**config.mk**
```make
export PLATFORM = sky130hd
export DESIGN_NAME = uart_tx_periph
export DESIGN_NICKNAME = d
export VERILOG_FILES = /design/src/rtl/uart_pkg.sv /design/src/rtl/uart_tx_core.sv /design/src/rtl/uart_tx_periph.sv
export SDC_FILE = /design/constraint.sdc
export NUM_CORES = 1
export LEC_CHECK = 0
export BUFFER_PORTS_ARGS = -buffer_cell sky130_fd_sc_hd__buf_2
export CORE_AREA = 10 10 106 108
export CTS_CLUSTER_DIAMETER = 80
export DETAILED_ROUTE_END_ITERATION = 7
export DIE_AREA = 0 0 116 118
export PLACE_DENSITY = 0.66
export SLEW_MARGIN = 25
export SYNTH_ARGS = -nofsm -noshare
export SYNTH_HDL_FRONTEND = slang
export SYNTH_HIERARCHICAL = 1
export SYNTH_SLANG_ARGS = --single-unit
```
**constraint.sdc**
```tcl
create_clock -name clk -period 3 [get_ports clk]
set_input_delay 0.6 -clock clk [delete_from_list [all_inputs] [get_ports clk]]
set_output_delay 0.6 -clock clk [all_outputs]
set_load 0.005 [all_outputs]
```
**src/rtl/uart_pkg.sv**
```systemverilog
// Shared definitions for the memory-mapped UART transmitter: register offsets,
// CON bit positions and the serialiser state encoding.
package uart_pkg;

    localparam logic [31:0] TXD_OFF = 32'h0000_0018;
    localparam logic [31:0] CON_OFF = 32'h0000_0020;

    localparam int CON_IRQEN = 0;
    localparam int CON_DONE  = 2;
    localparam int CON_BUSY  = 3;
    localparam int CON_FULL  = 4;
    localparam int CON_OVF   = 5;

    typedef enum logic [1:0] {
        IDLE  = 2'd0,
        START = 2'd1,
        DATA  = 2'd2,
        STOP  = 2'd3
    } tx_state_t;

endpackage

```
**src/rtl/uart_tx_core.sv**
```systemverilog
// 8N1 serialiser: pulls a byte when ready, shifts it out LSB first and flags
// the last cycle of each stop bit so the caller can record completion.
module uart_tx_core
    import uart_pkg::*;
#(
    parameter int CLKS_PER_BIT = 5208
) (
    input  logic       clk,
    input  logic       rst,
    input  logic [7:0] byte_in,
    input  logic       byte_valid,
    output logic       byte_ready,
    output logic       tx,
    output logic       frame_done,
    output logic       busy
);

    localparam int TW = (CLKS_PER_BIT > 2) ? $clog2(CLKS_PER_BIT) : 1;
    localparam logic [TW-1:0] LAST_TICK = TW'(CLKS_PER_BIT - 1);

    tx_state_t  state;
    logic [TW-1:0] timer;
    logic [2:0] bit_cnt;
    logic [7:0] shift;
    logic       last_tick;
    logic       load;

    assign last_tick  = (timer == LAST_TICK);
    // A byte may be taken while idle or on the final stop-bit cycle, which
    // lets queued frames follow each other with no idle gap.
    assign byte_ready = (state == IDLE) || ((state == STOP) && last_tick);
    assign frame_done = (state == STOP) && last_tick;
    assign busy       = (state != IDLE);
    assign load       = byte_ready && byte_valid;

    always_ff @(posedge clk) begin
        if (rst) begin
            state   <= IDLE;
            timer   <= '0;
            bit_cnt <= '0;
            tx      <= 1'b1;
        end else begin
            case (state)
                IDLE: begin
                    timer   <= '0;
                    bit_cnt <= '0;
                    tx      <= 1'b1;
                    if (byte_valid) begin
                        state <= START;
                        tx    <= 1'b0;
                    end
                end
                START: begin
                    if (last_tick) begin
                        timer <= '0;
                        state <= DATA;
                        tx    <= shift[0];
                    end else begin
                        timer <= timer + 1'b1;
                    end
                end
                DATA: begin
                    if (last_tick) begin
                        timer <= '0;
                        if (bit_cnt == 3'd7) begin
                            bit_cnt <= '0;
                            state   <= STOP;
                            tx      <= 1'b1;
                        end else begin
                            bit_cnt <= bit_cnt + 1'b1;
                            tx      <= shift[1];
                        end
                    end else begin
                        timer <= timer + 1'b1;
                    end
                end
                STOP: begin
                    if (last_tick) begin
                        timer <= '0;
                        if (byte_valid) begin
                            state <= START;
                            tx    <= 1'b0;
                        end else begin
                            state <= IDLE;
                            tx    <= 1'b1;
                        end
                    end else begin
                        timer <= timer + 1'b1;
                    end
                end
                default: begin
                    state <= IDLE;
                    timer <= '0;
                    tx    <= 1'b1;
                end
            endcase
        end
    end

    // Data path: no reset needed, the shifter is always loaded before use.
    always_ff @(posedge clk) begin
        if (load) begin
            shift <= byte_in;
        end else if ((state == DATA) && last_tick) begin
            shift <= {1'b0, shift[7:1]};
        end
    end

endmodule

```
**src/rtl/uart_tx_periph.sv**
```systemverilog
// UART transmitter peripheral on the CPU data bus: address decode, TX FIFO,
// CON status/control register and the serialiser core.
module uart_tx_periph
    import uart_pkg::*;
#(
    parameter int          CLKS_PER_BIT = 5208,
    parameter int          FIFO_DEPTH   = 4,
    parameter logic [31:0] BASE_ADDR    = 32'h4000_0000
) (
    input  logic        clk,
    input  logic        rst,
    input  logic        MemWrite,
    input  logic        MemRead,
    input  logic [31:0] addr,
    input  logic [31:0] wdata,
    output logic [31:0] rdata,
    output logic        tx,
    output logic        irq
);

    localparam int PW = $clog2(FIFO_DEPTH);
    localparam logic [PW:0] DEPTH_CNT = (PW + 1)'(FIFO_DEPTH);
    localparam logic [31:0] TXD_ADDR = BASE_ADDR + TXD_OFF;
    localparam logic [31:0] CON_ADDR = BASE_ADDR + CON_OFF;

    logic          sel_txd;
    logic          sel_con;
    logic          txd_wr;
    logic          con_wr;

    logic [7:0]    fifo_mem [FIFO_DEPTH];
    logic [PW-1:0] wr_ptr;
    logic [PW-1:0] rd_ptr;
    logic [PW:0]   count;
    logic          fifo_full;
    logic          fifo_empty;
    logic          push;
    logic          pop;
    logic          ovf_set;

    logic          con_irq_en;
    logic          con_done;
    logic          con_ovf;
    logic [31:0]   con_rd;

    logic          core_ready;
    logic          core_done;
    logic          core_busy;
    logic          unused_wdata;

    assign unused_wdata = ^wdata[31:8];

    assign sel_txd = (addr == TXD_ADDR);
    assign sel_con = (addr == CON_ADDR);
    assign txd_wr  = MemWrite && sel_txd;
    assign con_wr  = MemWrite && sel_con;

    assign fifo_full  = (count == DEPTH_CNT);
    assign fifo_empty = (count == '0);
    assign pop        = core_ready && !fifo_empty;
    // A same-cycle pop frees a slot, so a store to a full FIFO still lands.
    assign push       = txd_wr && (!fifo_full || pop);
    assign ovf_set    = txd_wr && fifo_full && !pop;

    always_ff @(posedge clk) begin
        if (rst) begin
            wr_ptr <= '0;
            rd_ptr <= '0;
            count  <= '0;
        end else begin
            if (push) begin
                wr_ptr <= wr_ptr + 1'b1;
            end
            if (pop) begin
                rd_ptr <= rd_ptr + 1'b1;
            end
            case ({push, pop})
                2'b10:   count <= count + 1'b1;
                2'b01:   count <= count - 1'b1;
                default: count <= count;
            endcase
        end
    end

    always_ff @(posedge clk) begin
        if (push) begin
            fifo_mem[wr_ptr] <= wdata[7:0];
        end
    end

    // Completion and overflow are sticky; a hardware set beats a same-cycle clear.
    always_ff @(posedge clk) begin
        if (rst) begin
            con_irq_en <= 1'b0;
            con_done   <= 1'b0;
            con_ovf    <= 1'b0;
        end else begin
            if (con_wr) begin
                con_irq_en <= wdata[CON_IRQEN];
            end
            if (core_done) begin
                con_done <= 1'b1;
            end else if (con_wr && wdata[CON_DONE]) begin
                con_done <= 1'b0;
            end
            if (ovf_set) begin
                con_ovf <= 1'b1;
            end else if (con_wr && wdata[CON_OVF]) begin
                con_ovf <= 1'b0;
            end
        end
    end

    always_comb begin
        con_rd            = '0;
        con_rd[CON_IRQEN] = con_irq_en;
        con_rd[CON_DONE]  = con_done;
        con_rd[CON_BUSY]  = core_busy || !fifo_empty;
        con_rd[CON_FULL]  = fifo_full;
        con_rd[CON_OVF]   = con_ovf;
    end

    always_comb begin
        rdata = '0;
        if (MemRead && sel_con) begin
            rdata = con_rd;
        end
    end

    assign irq = con_irq_en && con_done;

    uart_tx_core #(
        .CLKS_PER_BIT(CLKS_PER_BIT)
    ) u_core (
        .clk       (clk),
        .rst       (rst),
        .byte_in   (fifo_mem[rd_ptr]),
        .byte_valid(!fifo_empty),
        .byte_ready(core_ready),
        .tx        (tx),
        .frame_done(core_done),
        .busy      (core_busy)
    );

endmodule

```
==> metrics.md <==
| Metric | Value |
|---|---|
| Yosys top cell area share | `33.4%` |
| Leak | `0.00158 uW` |
| Dominant synthesized flop cell | `edfxtp_1` |
| Num CTS Buffers | `9` |
| CP Data Required Time | `3.28 ns` |
| Reg2reg start | `u_core/timer[1]` |
| Final min period | `3.06 ns` |
| Crit. End Element | `flip-flop` |
| Worst r2r dst | `count[2]` |
| Average size of a mapped cell | `12.3 um^2` |
| Die Span Y | `118 um` |
| Clk root buf | `clkbuf_8` |
| Final total negative setup slack | `-0.0649 ns` |
| CP max FO | `2` |
| Critical path launch point type | `flip-flop` |
| Endpoints failing hold | `0` |
| RD Place Congestion | `0.770` |
| Asr flop ratio synth | `0%` |
| Final Skew | `0.0127 ns` |
| Slew HR | `63.0%` |
| Routed WL | `7310 um` |
| Routed len/inst | `14.9 um` |
| CTS H-tree depth | `3` |
| Most common cell after layout, fill and taps aside | `buf_2` |
| CTS max path bufs | `2` |
| Core area | `0.00911 mm^2` |
| RSZ-0062 raised after global routing | `yes` |
| Crit path DAT | `3.34 ns` |
| Number of DRC markers in iteration 0 | `118` |
| Hold EP | `fifo_mem[3][6]` |
| Total congestion overflow | `0` |
| Peak VDD IR | `0.000221 V` |
| Power per cell area | `461 mW/mm^2` |
| WHS Path Cells | `1` |
| FF-to-FF setup slack | `-0.06 ns` |
| Worst-Skew Late Latency | `0.34 ns` |
| Routed Antenna Nets | `0` |
| Vias | `2,429` |
| Fmax | `326 MHz` |
| Worst slew pin tran | `0.554 ns` |
| Final period util | `102%` |
| DRC Markers | `0` |
| Row count | `35` |
| Clock transition at path regs | `0.08 ns` |
| Register area share after synthesis | `50.7%` |
| Clock sink total | `71` |
| Yosys warns | `6` |
| Top area cells in the synthesized netlist | `edfxtp_1 (33%), dfxtp_1 (17%), buf_4 (5.6%)` |
| Number of synthesized flops with an enable pin | `40` |
| Status | `finished with violations` |
| Violated checks | `negative setup slack` |
| Initial Utilization | `39.5%` |
| # diodes | `0` |
| Most frequent cells in the layout | `buf_2 (50), edfxtp_1 (40), dfxtp_1 (29), buf_4 (29), conb_1 (27)` |
| Layout cell share with drive strength beyond 1 | `35.2%` |
| Min-Delay Startpoint | `wdata[6]` |
| Slack of the critical path | `-0.0649 ns` |
| Fin. max-slew vios | `0` |
| Netlist cell types | `59` |
| Vias in the first global route | `2,602` |
| Mapped Cells | `292` |
| HP Class | `in2reg` |
| Die footprint | `0.0137 mm^2` |
| Flops & latches, synth | `71` |
| Final nets | `456` |
| Filler Cell Count | `857` |
| GRT Total Usage | `10.9%` |
| DR pass1 iterations | `5` |
| CTS tree | `built` |
| Average vias per placed instance | `4.97` |
| Final setup violation count | `1` |
| Post-DP HPWL | `5590 um` |
| I/O Pins | `102` |
| First-pass GRT wire length | `12,100 um` |
| Critical path class | `reg2reg` |
| Initial antenna violation count | `0` |
| Area occupied by multi-input gates | `0.00160 mm^2` |
| Worst R2R Path Depth | `14` |
| Mapped Area | `0.00359 mm^2` |
| Largest net degree at the start of global routing | `23` |
| PortBufs | `50` |
| Die W | `116 um` |
| Max Cap Viol | `0` |
| Post-synth top area cell | `edfxtp_1` |
| Area grow syn2layout | `19.0%` |
| Post-layout util | `47.0%` |
| Seq. cell area | `0.00182 mm^2` |
-- area by class of cell --
class,count,area share [%]
multi-input cells,199,37.4
clock buffers,9,2.90
inverters,14,1.23
flip-flops and latches,71,42.6
repair buffers,79,10.9
well taps,111,3.25
clock inverters,6,1.61
-- report_power, final --
part	total, uW	switching, uW	internal, uW
logic	185	98.4	86.8
registers	1040	5.96	1030
clock network	751	366	385
total	1970	470	1500
-- routing by layer --
layer / up-vias / wire, um / track usage [%] / share of wire [%]
li1: 1173 / - / - / -
met1: 1168 / 3080 / 12.4 / 42
met2: 79 / 3670 / 17.9 / 50
met3: 9 / 447 / 3.62 / 6.1
met4: 0 / 107 / 4.69 / 1.5
met5: - / 0 / 0 / 0
-- cell usage after synthesis (3+ instances only) --
master / count
clkbuf_1: 3
nand4_1: 6
xor2_1: 9
and4_1: 3
buf_4: 27
dfxtp_1: 31
and2_1: 10
nor4_4: 3
mux4_2: 8
and3_1: 3
nor2_1: 25
a21oi_1: 6
inv_1: 14
edfxtp_1: 40
nand2b_1: 6
xnor2_1: 6
mux2_2: 7
nand2_1: 5
nor3_1: 7
or3_1: 3
ha_1: 13
nand3_1: 9
-- worst max path at each step --
stage | from | endpoint | slack, ns | cells after the start
2_1_floorplan | u_core/timer[0] | count[2] | -0.10 | 14
3_3_place_gp | u_core/timer[1] | count[2] | -0.11 | 14
3_5_place_dp | u_core/timer[1] | count[2] | -0.15 | 14
4_1_cts | u_core/timer[1] | count[2] | -0.07 | 14
5_1_grt | u_core/timer[0] | count[2] | -0.20 | 14
6_report | u_core/timer[1] | count[2] | -0.06 | 14
-- registers in the layout, indices dropped and copies added, names as in the netlist, named ones only --
signal / cells
fifo_mem: 32
u_core/timer: 13
u_core/shift: 8
count: 3
u_core/bit_cnt: 3
rd_ptr: 2
u_core/state: 2
wr_ptr: 2
con_done: 1
con_irq_en: 1
con_ovf: 1
u_core/tx: 1
-- worst max-delay path, cell delays in order (launching register included) --
cell and delay, ns:
dfxtp_2 0.34, ha_4 0.15, and4b_1 0.20, and4_4 0.16
or2_4 0.23, or4b_4 0.49, or2b_1 0.20, nor3_2 0.05
inv_1 0.06, ha_2 0.18, inv_2 0.04, fa_2 0.32
xor2_1 0.15, or3_1 0.30, a21oi_1 0.12
-- through the flow --
| step | power, uW | std cells | area [um^2] | hold WS [ns] | setup WS (ns) |
|---|---|---|---|---|---|
| 5_1_grt | 2050 | 489 | 4280 | 0.466 | -0.201 |
| 2_1_floorplan | 1180 | 318 | 3710 | 0.413 | -0.105 |
| 3_3_place_gp | 1230 | 470 | 4040 | 0.452 | -0.114 |
| 6_report | 1970 | 489 | 4280 | 0.477 | -0.0649 |
| 3_5_place_dp | 1240 | 470 | 4040 | 0.468 | -0.152 |
| 4_1_cts | 1990 | 487 | 4250 | 0.468 | -0.0680 |
-- logic make-up after synthesis --
family / synth area share, %
muxes: 7.76
buffers and inverters: 8.28
and+or+nand+nor: 19.6
adders and majority gates: 5.08
xor gates and xnor gates: 3.65
other: 0.104
DFF: 50.7
AOI/OAI and AO/OA: 4.84
-- what timing repair did --
action | in CTS | in global routing
hold buffers | 0 | 0
pin swaps | 1 | 0
buffers inserted | 2 | 2
setup endpoints to repair | 2 | 2
gates resized for setup | 3 | 2
endpoints found under the hold margin | 0 | 0
(Power assumes the default switching activity.)
